[config.mk]
export PLATFORM = sky130hd
export DESIGN_NAME = pipeline_hazard_ctrl
export DESIGN_NICKNAME = d
export VERILOG_FILES = /design/src/rtl/pipeline_hazard_ctrl.sv
export SDC_FILE = /design/constraint.sdc
export NUM_CORES = 1
export LEC_CHECK = 0
export ABC_CLOCK_PERIOD_IN_PS = 4100
export CAP_MARGIN = 20
export CORE_MARGIN = 10
export CORE_UTILIZATION = 40
export CTS_BUF_LIST = sky130_fd_sc_hd__clkbuf_4 sky130_fd_sc_hd__clkbuf_8 sky130_fd_sc_hd__clkbuf_16
export DETAILED_ROUTE_END_ITERATION = 12
export GPL_TIMING_DRIVEN = 0
export PLACE_DENSITY = 0.91
export SETUP_SLACK_MARGIN = 0.1
export SYNTH_ARGS = -nofsm -noshare
export SYNTH_HDL_FRONTEND = slang
export SYNTH_SLANG_ARGS = --single-unit
[constraint.sdc]
create_clock -name clk -period 4.1 [get_ports clk]
set_clock_uncertainty 0.15 [all_clocks]
set_input_delay 0.41 -clock clk [delete_from_list [all_inputs] [get_ports clk]]
set_output_delay 0.41 -clock clk [all_outputs]
set_load 0.02 [all_outputs]
[src/rtl/pipeline_hazard_ctrl.sv]
// pipeline_hazard_ctrl
// Hazard and stall controller for a classic 5-stage pipeline.
//
// It drives the write-enable and flush/bubble controls of PC, IF/ID, ID/EX,
// EX/MEM and MEM/WB.
//
// Three hazard conditions are handled, highest priority first:
//   - memory stall: a multi-cycle data access freezes the whole pipe;
//   - taken branch: the branch resolves in MEM and two bubble cycles follow;
//   - load-use: one bubble is inserted behind a load.
//
// Optional feature: define HAZ_PERF_CNT_EN to add saturating performance
// counters (loaduse_cnt, branch_cnt, memwait_cnt).
module pipeline_hazard_ctrl #(
  parameter int REG_ADDR_W = 5,
  parameter int TIMEOUT    = 16,
  parameter int CNT_W      = 32
) (
  input  logic                  clk,
  input  logic                  reset,
  input  logic [REG_ADDR_W-1:0] id_rs1,
  input  logic [REG_ADDR_W-1:0] id_rs2,
  input  logic                  idex_mem_read,
  input  logic [REG_ADDR_W-1:0] idex_rd,
  input  logic                  branch_taken,
  input  logic                  dmem_req,
  input  logic                  dmem_ready,
  output logic                  pc_write,
  output logic                  pc_sel_branch,
  output logic                  ifid_write,
  output logic                  ifid_flush,
  output logic                  idex_write,
  output logic                  idex_bubble,
  output logic                  exmem_write,
  output logic                  exmem_flush,
  output logic                  memwb_bubble,
  output logic                  mem_err
`ifdef HAZ_PERF_CNT_EN
  ,
  output logic [CNT_W-1:0]      loaduse_cnt,
  output logic [CNT_W-1:0]      branch_cnt,
  output logic [CNT_W-1:0]      memwait_cnt
`endif
);

  localparam int CW = $clog2(TIMEOUT + 1);
  localparam logic [CW-1:0] WAIT_LAST = CW'(TIMEOUT - 1);

  typedef enum logic [1:0] {
    S_RUN,
    S_MEM_WAIT,
    S_FLUSH
  } state_e;

  state_e        state_q, state_d;
  logic [CW-1:0] wait_cnt_q, wait_cnt_d;
  logic          mem_err_q, mem_err_d;
  // A branch's second flush cycle that was postponed by a memory stall.
  logic          flush_pend_q, flush_pend_d;

  logic load_use;
  logic mem_stall;
  logic mem_timeout;

  // Hazard detection; register x0 never creates a load-use hazard.
  always_comb begin
    load_use = idex_mem_read && (idex_rd != '0) &&
               ((idex_rd == id_rs1) || (idex_rd == id_rs2));
    if (state_q == S_MEM_WAIT) begin
      mem_stall   = !dmem_ready && (wait_cnt_q != WAIT_LAST);
      mem_timeout = !dmem_ready && (wait_cnt_q == WAIT_LAST);
    end else begin
      mem_stall   = dmem_req && !dmem_ready;
      mem_timeout = 1'b0;
    end
  end

  // Next-state and control outputs, resolved in priority order.
  always_comb begin
    state_d       = state_q;
    wait_cnt_d    = wait_cnt_q;
    mem_err_d     = mem_err_q;
    flush_pend_d  = flush_pend_q;
    pc_write      = 1'b1;
    pc_sel_branch = 1'b0;
    ifid_write    = 1'b1;
    ifid_flush    = 1'b0;
    idex_write    = 1'b1;
    idex_bubble   = 1'b0;
    exmem_write   = 1'b1;
    exmem_flush   = 1'b0;
    memwb_bubble  = 1'b0;
    mem_err       = mem_err_q;

    if (mem_stall) begin
      pc_write     = 1'b0;
      ifid_write   = 1'b0;
      idex_write   = 1'b0;
      exmem_write  = 1'b0;
      memwb_bubble = 1'b1;
      state_d      = S_MEM_WAIT;
      wait_cnt_d   = (state_q == S_MEM_WAIT) ? wait_cnt_q + 1'b1 : CW'(1);
      if (state_q == S_FLUSH) begin
        flush_pend_d = 1'b1;
      end
    end else if (mem_timeout) begin
      memwb_bubble = 1'b1;
      mem_err_d    = 1'b1;
      wait_cnt_d   = '0;
      flush_pend_d = 1'b0;
      state_d      = flush_pend_q ? S_FLUSH : S_RUN;
    end else begin
      wait_cnt_d   = '0;
      flush_pend_d = 1'b0;
      state_d      = S_RUN;
      if (state_q == S_FLUSH) begin
        ifid_flush = 1'b1;
      end
      if ((state_q == S_MEM_WAIT) && flush_pend_q) begin
        state_d = S_FLUSH;
      end
      if (branch_taken) begin
        pc_sel_branch = 1'b1;
        pc_write      = 1'b1;
        ifid_flush    = 1'b1;
        idex_bubble   = 1'b1;
        exmem_flush   = 1'b1;
        state_d       = S_FLUSH;
      end else if (load_use) begin
        pc_write    = 1'b0;
        ifid_write  = 1'b0;
        idex_bubble = 1'b1;
      end
    end

    if (reset) begin
      pc_write      = 1'b1;
      pc_sel_branch = 1'b0;
      ifid_write    = 1'b1;
      ifid_flush    = 1'b0;
      idex_write    = 1'b1;
      idex_bubble   = 1'b0;
      exmem_write   = 1'b1;
      exmem_flush   = 1'b0;
      memwb_bubble  = 1'b0;
      mem_err       = 1'b0;
    end
  end

  // State, wait counter and sticky error register with synchronous reset.
  always_ff @(posedge clk) begin
    if (reset) begin
      state_q      <= S_RUN;
      wait_cnt_q   <= '0;
      mem_err_q    <= 1'b0;
      flush_pend_q <= 1'b0;
    end else begin
      state_q      <= state_d;
      wait_cnt_q   <= wait_cnt_d;
      mem_err_q    <= mem_err_d;
      flush_pend_q <= flush_pend_d;
    end
  end

`ifdef HAZ_PERF_CNT_EN
  logic lu_act;
  logic br_act;
  logic mw_act;

  // Which priority case won this cycle.
  always_comb begin
    mw_act = mem_stall;
    br_act = !mem_stall && !mem_timeout && branch_taken;
    lu_act = !mem_stall && !mem_timeout && !branch_taken && load_use;
  end

  // Saturating performance counters.
  always_ff @(posedge clk) begin
    if (reset) begin
      loaduse_cnt <= '0;
      branch_cnt  <= '0;
      memwait_cnt <= '0;
    end else begin
      if (lu_act && (loaduse_cnt != '1)) begin
        loaduse_cnt <= loaduse_cnt + 1'b1;
      end
      if (br_act && (branch_cnt != '1)) begin
        branch_cnt <= branch_cnt + 1'b1;
      end
      if (mw_act && (memwait_cnt != '1)) begin
        memwait_cnt <= memwait_cnt + 1'b1;
      end
    end
  end
`endif

endmodule
==> results.py, run 1 <==
metrics = {
    "outcome": {
        "status": "finished clean",
    },
    "detailed_routing": {
        "ant_nets": 0,
        "first_iter_violations": 14,
        "wl_per_cell_um": 13.8,
        "remaining_drc_errors": 0,
        "via_count": 569,
        "postRouteWirelength_um": 1630,
        "post_drt_via_cell_ratio": 4.82,
        "firstDrtPassIters": 4,
    },
    "cts": {
        "cts_buffer_depth": 2,
        "tritoncts": "yes",
        "clk-insertion-delay-late_ns": 0.25,
        "root_buffer": "clkbuf_4",
        "cts_resized": 0,
        "cts_sinks": 9,
        "cts.htree.levels": 1,
        "cts_setup_buffers": 0,
        "numCtsBuffers": 3,
        "ctsHoldBuffers": 0,
        "clk_pin_slew_ns": 0.05,
    },
    "critical_path": {
        "reg2regPathDepth": 7,
        "r2r_slack_ns": 2.31,
        "path_class": "flip-flop to output port",
        "worstPathCellList": "ha_1 > and3_1 > ha_1 > nand3b_1 > nor2_1 > or4b_1 > o21a_1 > buf_4 > clkdlybuf4s50_1",
        "crit_required_ns": 3.54,
        "critical_path.max_fanout": 5,
        "critPathBufInv": 2,
        "crit_arrival_ns": 2.71,
        "r2r_start": "wait_cnt_q[0]",
        "cp_top_family": "simple AND/OR/NAND/NOR gates",
        "critPathLaunchType": "flip-flop",
        "path_common_cell": "ha_1",
        "rr_endpoint": "wait_cnt_q[0]",
        "endpoint_kind": "output port",
        "max_stage_delay_ns": 0.54,
        "cpMaxStageDelayCell": "clkdlybuf4s50_1",
    },
    "floorplan": {
        "io_pins": 31,
        "die_w_um": 57.8,
        "die_h_um": 57.8,
        "start_util_pct": 43.4,
        "core_area_um2": 1320,
        "die_area_um2": 3340,
        "fp-row-count": 13,
    },
    "placement": {
        "placedCellCount": 114,
        "place_hpwl_um": 1390,
        "place.port_buffers": 30,
        "gp_congestion": 0.749,
        "place_ws_ns": 0.915,
    },
    "power_and_ir_drop": {
        "max-vdd-ir-drop_uv": 200,
        "power.leakage_uw": 0.000374,
        "power_density_nw_per_um2": 244,
    },
    "synth": {
        "avgSynthCellArea_um2": 8.29,
        "synth_nets": 92,
        "synth_compound_area_share_pct": 11.2,
        "yosysSeqAreaShare_pct": 31.5,
        "synth.largest_area_cell": "dfxtp_1",
        "synthAdderAreaFrac_pct": 4.38,
        "ys_warn_count": 0,
        "netlist_instances": 69,
        "netlist_area_um2": 572,
        "yosysUniqueCellTypes": 24,
        "synthMuxAreaShare_pct": 0,
        "synth_edf_count": 0,
        "synth_top_family_by_area": "simple AND/OR/NAND/NOR gates",
        "async_reset_ff_share_pct": 0,
        "synth.top_cell.area_share_pct": 31.5,
        "ys_ff_latch": 9,
        "synth_xor_area_share_pct": 18.4,
        "synth-main-ff-cell": "dfxtp_1",
        "synthSimpleGateAreaFrac_pct": 28.7,
        "synth_top_cells_by_area": "dfxtp_1, xor2_1, nor2_1, ha_1, buf_4",
    },
    "layout": {
        "n_antenna_cell": 0,
        "fin_nets": 127,
        "seqCellArea_um2": 180,
        "final_common_cell": "clkdlybuf4s50_1",
        "multi_input_area_um2": 358,
        "drive_gt1_share_pct": 7.77,
        "nFillCells": 110,
        "final_cell_mix": "clkdlybuf4s50_1, nor2_1, xor2_1, dfxtp_1, clkbuf_4",
        "stdcell_count": 118,
        "area_delta_synth_final_pct": 61.1,
    },
    "sta": {
        "rsz0062_at_grt": "no",
        "hold_viol": 0,
        "slew_violations": 0,
        "finalSetupViolCount": 0,
        "setup-tns-final_ns": 0,
        "finalCritPeriodShare_pct": 79.8,
        "tightest_slew_ns": 0.383,
        "clock.fmax_mhz": 306,
        "setup_ws_ns": 0.830,
        "max-slew-margin-rel_pct": 74.4,
        "finalCriticalPeriod_ns": 3.27,
    },
    "run": {
        "drv_cap": 0,
    },
    "grt": {
        "grt_pass1_vias": 556,
        "track_usage_pct": 9.44,
        "grt_max_degree": 9,
        "overflow": 0,
        "antenna_found_initial": 0,
        "grt_pass1_wl_um": 2550,
    },
    "min_path": {
        "hp-start": "flush_pend_q",
        "hold_depth": 2,
        "worstHoldPathType": "flip-flop to flip-flop",
        "hold_path_end": "flush_pend_q",
    },
}
## sequential cells by signal, indices dropped and copies added, names as in the netlist
| name | count |
|---|---|
| flush_pend_q | 1 |
| mem_err_q | 1 |
| state_q | 2 |
| wait_cnt_q | 5 |
## synthesized netlist by cell type (2+ instances only)
library cell,count
and3_1,3
buf_4,3
dfxtp_1,9
ha_1,2
inv_1,3
nand3_1,3
nor2_1,14
nor2b_1,2
nor3_1,2
o21a_1,3
o21bai_1,2
xor2_1,11
## area by class of cell
type	count	area share, %
multi-input cells	54	38.9
repair buffers	30	32.6
flip-flops and latches	9	19.6
clock buffers	4	3.26
plain buffers	3	2.45
well taps	15	2.04
inverters	3	1.22
## worst register-to-register path: cells and delay by family, from the launching register on
kind	cells	cell delay (ns)
DFF	1	0.32
buffers and inverters	1	0.14
AOI/OAI and AO/OA	1	0.13
and+or+nand+nor	3	0.59
adders and majority gates	2	0.40
## metrics by stage
stage                     total power (µW)  utilization [%]  hold slack (ns)  instance area [µm²]
after floorplan                        118                -            0.282                  572
after global placement                 154             67.6            0.299                  891
after detailed placement               155             67.6            0.314                  891
after CTS                              229             69.9            0.324                  921
after global routing                   236             69.9            0.340                  921
final                                  225             69.9            0.322                  921
## kinds of logic (layout without fill, tap and decap cells)
kind of cell | after synthesis | count (layout)
AO/OA/AOI/OAI | 9 | 9
AND/OR/NAND/NOR | 31 | 31
XOR/XNOR | 12 | 12
adder cells (fa/ha/maj) | 2 | 2
flip-flops | 9 | 9
buffers and inverters | 6 | 40
## power by group
part	internal, µW	leakage, µW	switching (µW)
sequential	89.2	0.0000731	0.974
combinational	36.5	0.000282	26.7
clock	43.9	0.0000184	27.4
## worst max path at each step
stage / start / end / slack [ns] / cells after the start
6_report: wait_cnt_q[0] / pc_write / 0.83 / 9
5_1_grt: wait_cnt_q[0] / pc_write / 0.70 / 9
2_1_floorplan: wait_cnt_q[0] / pc_write / 1.64 / 8
3_5_place_dp: idex_rd[1] / pc_write / 0.92 / 7
3_3_place_gp: idex_rd[1] / pc_write / 0.92 / 7
4_1_cts: wait_cnt_q[0] / pc_write / 0.81 / 9
## layer usage
metal  vias up  track usage [%]  wire length, µm
li1        299                -                -
met5         -                0                0
met3         0             4.14              123
met1       256             9.91              652
met2        14             16.9              857
met4         0             2.01                0
Power figures use the tool's default switching activity.
==> run 2, diff against run 1 <==
--- a/config.mk
+++ b/config.mk
@@ -5,14 +5,14 @@
 export SDC_FILE = /design/constraint.sdc
 export NUM_CORES = 1
 export LEC_CHECK = 0
-export ABC_CLOCK_PERIOD_IN_PS = 4100
+export ABC_CLOCK_PERIOD_IN_PS = 3300
 export CAP_MARGIN = 20
 export CORE_MARGIN = 10
-export CORE_UTILIZATION = 40
+export CORE_UTILIZATION = 37
 export CTS_BUF_LIST = sky130_fd_sc_hd__clkbuf_4 sky130_fd_sc_hd__clkbuf_8 sky130_fd_sc_hd__clkbuf_16
 export DETAILED_ROUTE_END_ITERATION = 12
 export GPL_TIMING_DRIVEN = 0
-export PLACE_DENSITY = 0.91
+export PLACE_DENSITY = 0.86
 export SETUP_SLACK_MARGIN = 0.1
 export SYNTH_ARGS = -nofsm -noshare
 export SYNTH_HDL_FRONTEND = slang
==> constraint.sdc (replaced) <==
create_clock -name clk -period 3.3 [get_ports clk]
set_clock_uncertainty 0.15 [all_clocks]
set_input_delay 0.33 -clock clk [delete_from_list [all_inputs] [get_ports clk]]
set_output_delay 0.33 -clock clk [all_outputs]
set_load 0.02 [all_outputs]
==> run 2 against run 1 <==
Wire length decreased by 0.31%. Non-clock buffer count stayed put. Sequential share of layout area fell by 0.079 points. Power is 26% higher. Register-to-register slack got worse by 0.73 ns. Largest power group unchanged.
==> results.py, run 2 (synthesized netlist as in run 1, its figures left out) <==
metrics = {
    "floorplan": {
        "die_h_um": 59.3,
        "start_util_pct": 38.4,
        "fp-row-count": 14,
        "die_area_um2": 3520,
        "core_area_um2": 1490,
        "die_w_um": 59.3,
        "io_pins": 31,
    },
    "layout": {
        "largest_register_ffs": 5,
        "final_common_cell": "clkdlybuf4s50_1",
        "final_util_pct": 62.1,
        "final_cell_mix": "clkdlybuf4s50_1, nor2_1, xor2_1, dfxtp_1, clkbuf_4",
        "n_antenna_cell": 0,
        "stdcell_count": 119,
        "drive_gt1_share_pct": 7.77,
        "top_register": "wait_cnt_q",
        "largestRegisters": "wait_cnt_q x5, state_q x2",
        "area_delta_synth_final_pct": 61.7,
        "nFillCells": 124,
        "fin_nets": 127,
    },
    "detailed_routing": {
        "postRouteWirelength_um": 1630,
        "first_iter_violations": 11,
        "wl_per_cell_um": 13.7,
        "post_drt_via_cell_ratio": 4.91,
        "via_count": 584,
        "firstDrtPassIters": 4,
        "ant_nets": 0,
        "remaining_drc_errors": 0,
    },
    "outcome": {
        "status": "finished clean",
    },
    "sta": {
        "finalSetupViolCount": 0,
        "rsz0062_at_grt": "no",
        "hold_slack_ns": 0.318,
        "clock.fmax_mhz": 328,
        "tightest_slew_ns": 0.386,
        "slew_violations": 0,
        "hold_viol": 0,
        "finalCriticalPeriod_ns": 3.05,
        "max-slew-margin-rel_pct": 74.2,
        "setup-tns-final_ns": 0,
        "setup_ws_ns": 0.252,
        "finalCritPeriodShare_pct": 92.4,
    },
    "power_and_ir_drop": {
        "switchingPower_uw": 71.9,
        "power.leakage_uw": 0.000376,
        "swShare_pct": 25.4,
        "max-vdd-ir-drop_uv": 204,
        "p_clk_share_pct": 32.8,
        "p_int_uw": 211,
        "seq_power_share_pct": 39.7,
        "pwr-share-comb_pct": 27.5,
        "power_density_nw_per_um2": 306,
    },
    "grt": {
        "antenna_found_initial": 0,
        "grt_max_degree": 9,
        "grt_pass1_vias": 563,
        "track_usage_pct": 9.80,
        "grt_pass1_wl_um": 2570,
        "overflow": 0,
    },
    "cts": {
        "cts_buffer_depth": 2,
        "cts_setup_buffers": 0,
        "cts_sinks": 9,
        "root_buffer": "clkbuf_4",
        "ctsHoldBuffers": 0,
        "clk_pin_slew_ns": 0.05,
        "clk-insertion-delay-late_ns": 0.26,
        "cts.htree.levels": 1,
        "tritoncts": "yes",
        "cts_resized": 0,
        "numCtsBuffers": 3,
    },
    "run": {
        "drv_cap": 0,
    },
    "critical_path": {
        "critPathLaunchType": "flip-flop",
        "critPathBufInv": 1,
        "rr_endpoint": "wait_cnt_q[0]",
        "reg2regPathDepth": 7,
        "cpMaxStageDelayCell": "clkdlybuf4s50_1",
        "r2r_start": "wait_cnt_q[0]",
        "endpoint_kind": "output port",
        "r2r_slack_ns": 1.58,
        "path_common_cell": "ha_1",
        "crit_required_ns": 2.82,
        "path_class": "flip-flop to output port",
        "cp_top_family": "simple AND/OR/NAND/NOR gates",
        "crit_arrival_ns": 2.57,
        "max_stage_delay_ns": 0.56,
        "worstPathCellList": "ha_1 > and3_1 > ha_1 > nand3b_1 > nor2_1 > or4b_1 > o21a_1 > clkdlybuf4s50_1",
        "critical_path.max_fanout": 5,
    },
    "placement": {
        "placedCellCount": 115,
        "place_ws_ns": 0.260,
        "place_hpwl_um": 1400,
        "gp_congestion": 0.800,
        "place.port_buffers": 30,
    },
    "min_path": {
        "hold_path_end": "wait_cnt_q[0]",
        "hp-start": "wait_cnt_q[0]",
        "hold_depth": 1,
        "worstHoldPathType": "flip-flop to flip-flop",
    },
}
==> run 2: cell types whose count changed in the layout (fill, tap and decap cells not counted) <==
cell	previous run	this run
dlymetal6s2s_1	0	1
clkdlybuf4s50_1	30	29
==> run 2: worst reg2reg max path, cell delays in order, from the launching register on <==
cell and delay, ns:
dfxtp_1 0.32, ha_1 0.22, and3_1 0.15, ha_1 0.17, nand3b_1 0.15, nor3b_2 0.24
inv_1 0.13, a21oi_1 0.13
==> run 2: cell type report <==
| class | count | area [µm²] | area share, % |
|---|---|---|---|
| clock buffer | 4 | 30.0 | 3.25 |
| multi-input combinational | 54 | 358 | 38.7 |
| inverter | 3 | 11.3 | 1.22 |
| tap | 16 | 20.0 | 2.17 |
| sequential | 9 | 180 | 19.5 |
| buffer | 3 | 22.5 | 2.44 |
| timing repair buffer | 30 | 303 | 32.7 |
==> run 2: worst max-delay path by stage <==
stage                     cells past startpoint     startpoint    endpoint
final                                         8  wait_cnt_q[0]  ifid_write
after global routing                          8  wait_cnt_q[0]  ifid_write
after CTS                                     9  wait_cnt_q[0]    pc_write
after detailed placement                      7     idex_rd[1]    pc_write
after global placement                        7     idex_rd[1]    pc_write
after floorplan                               8  wait_cnt_q[0]    pc_write
==> run 2: metrics by stage <==
stage / cell area, µm² / total power [µW]
finish: 925 / 283
global route: 925 / 296
CTS: 922 / 289
detailed placement: 892 / 193
global placement: 892 / 191
floorplan: 572 / 147
==> run 2: per-layer routing <==
metal  share of wire, %  global-route usage, %  wire length, µm
met1                 36                   9.28              588
met4                1.9                   4.92               31
met2                 55                   16.9              898
met5                  0                      0                0
met3                6.7                   4.94              109
==> run 2: power groups by stage <==
stage | clock network [µW] | logic, µW | registers [µW]
after floorplan | 0 | 33.0 | 114
after global placement | 0 | 77.0 | 114
after detailed placement | 0 | 78.2 | 114
after CTS | 97.9 | 78.6 | 112
after global routing | 99.5 | 83.9 | 112
final | 92.7 | 77.9 | 112
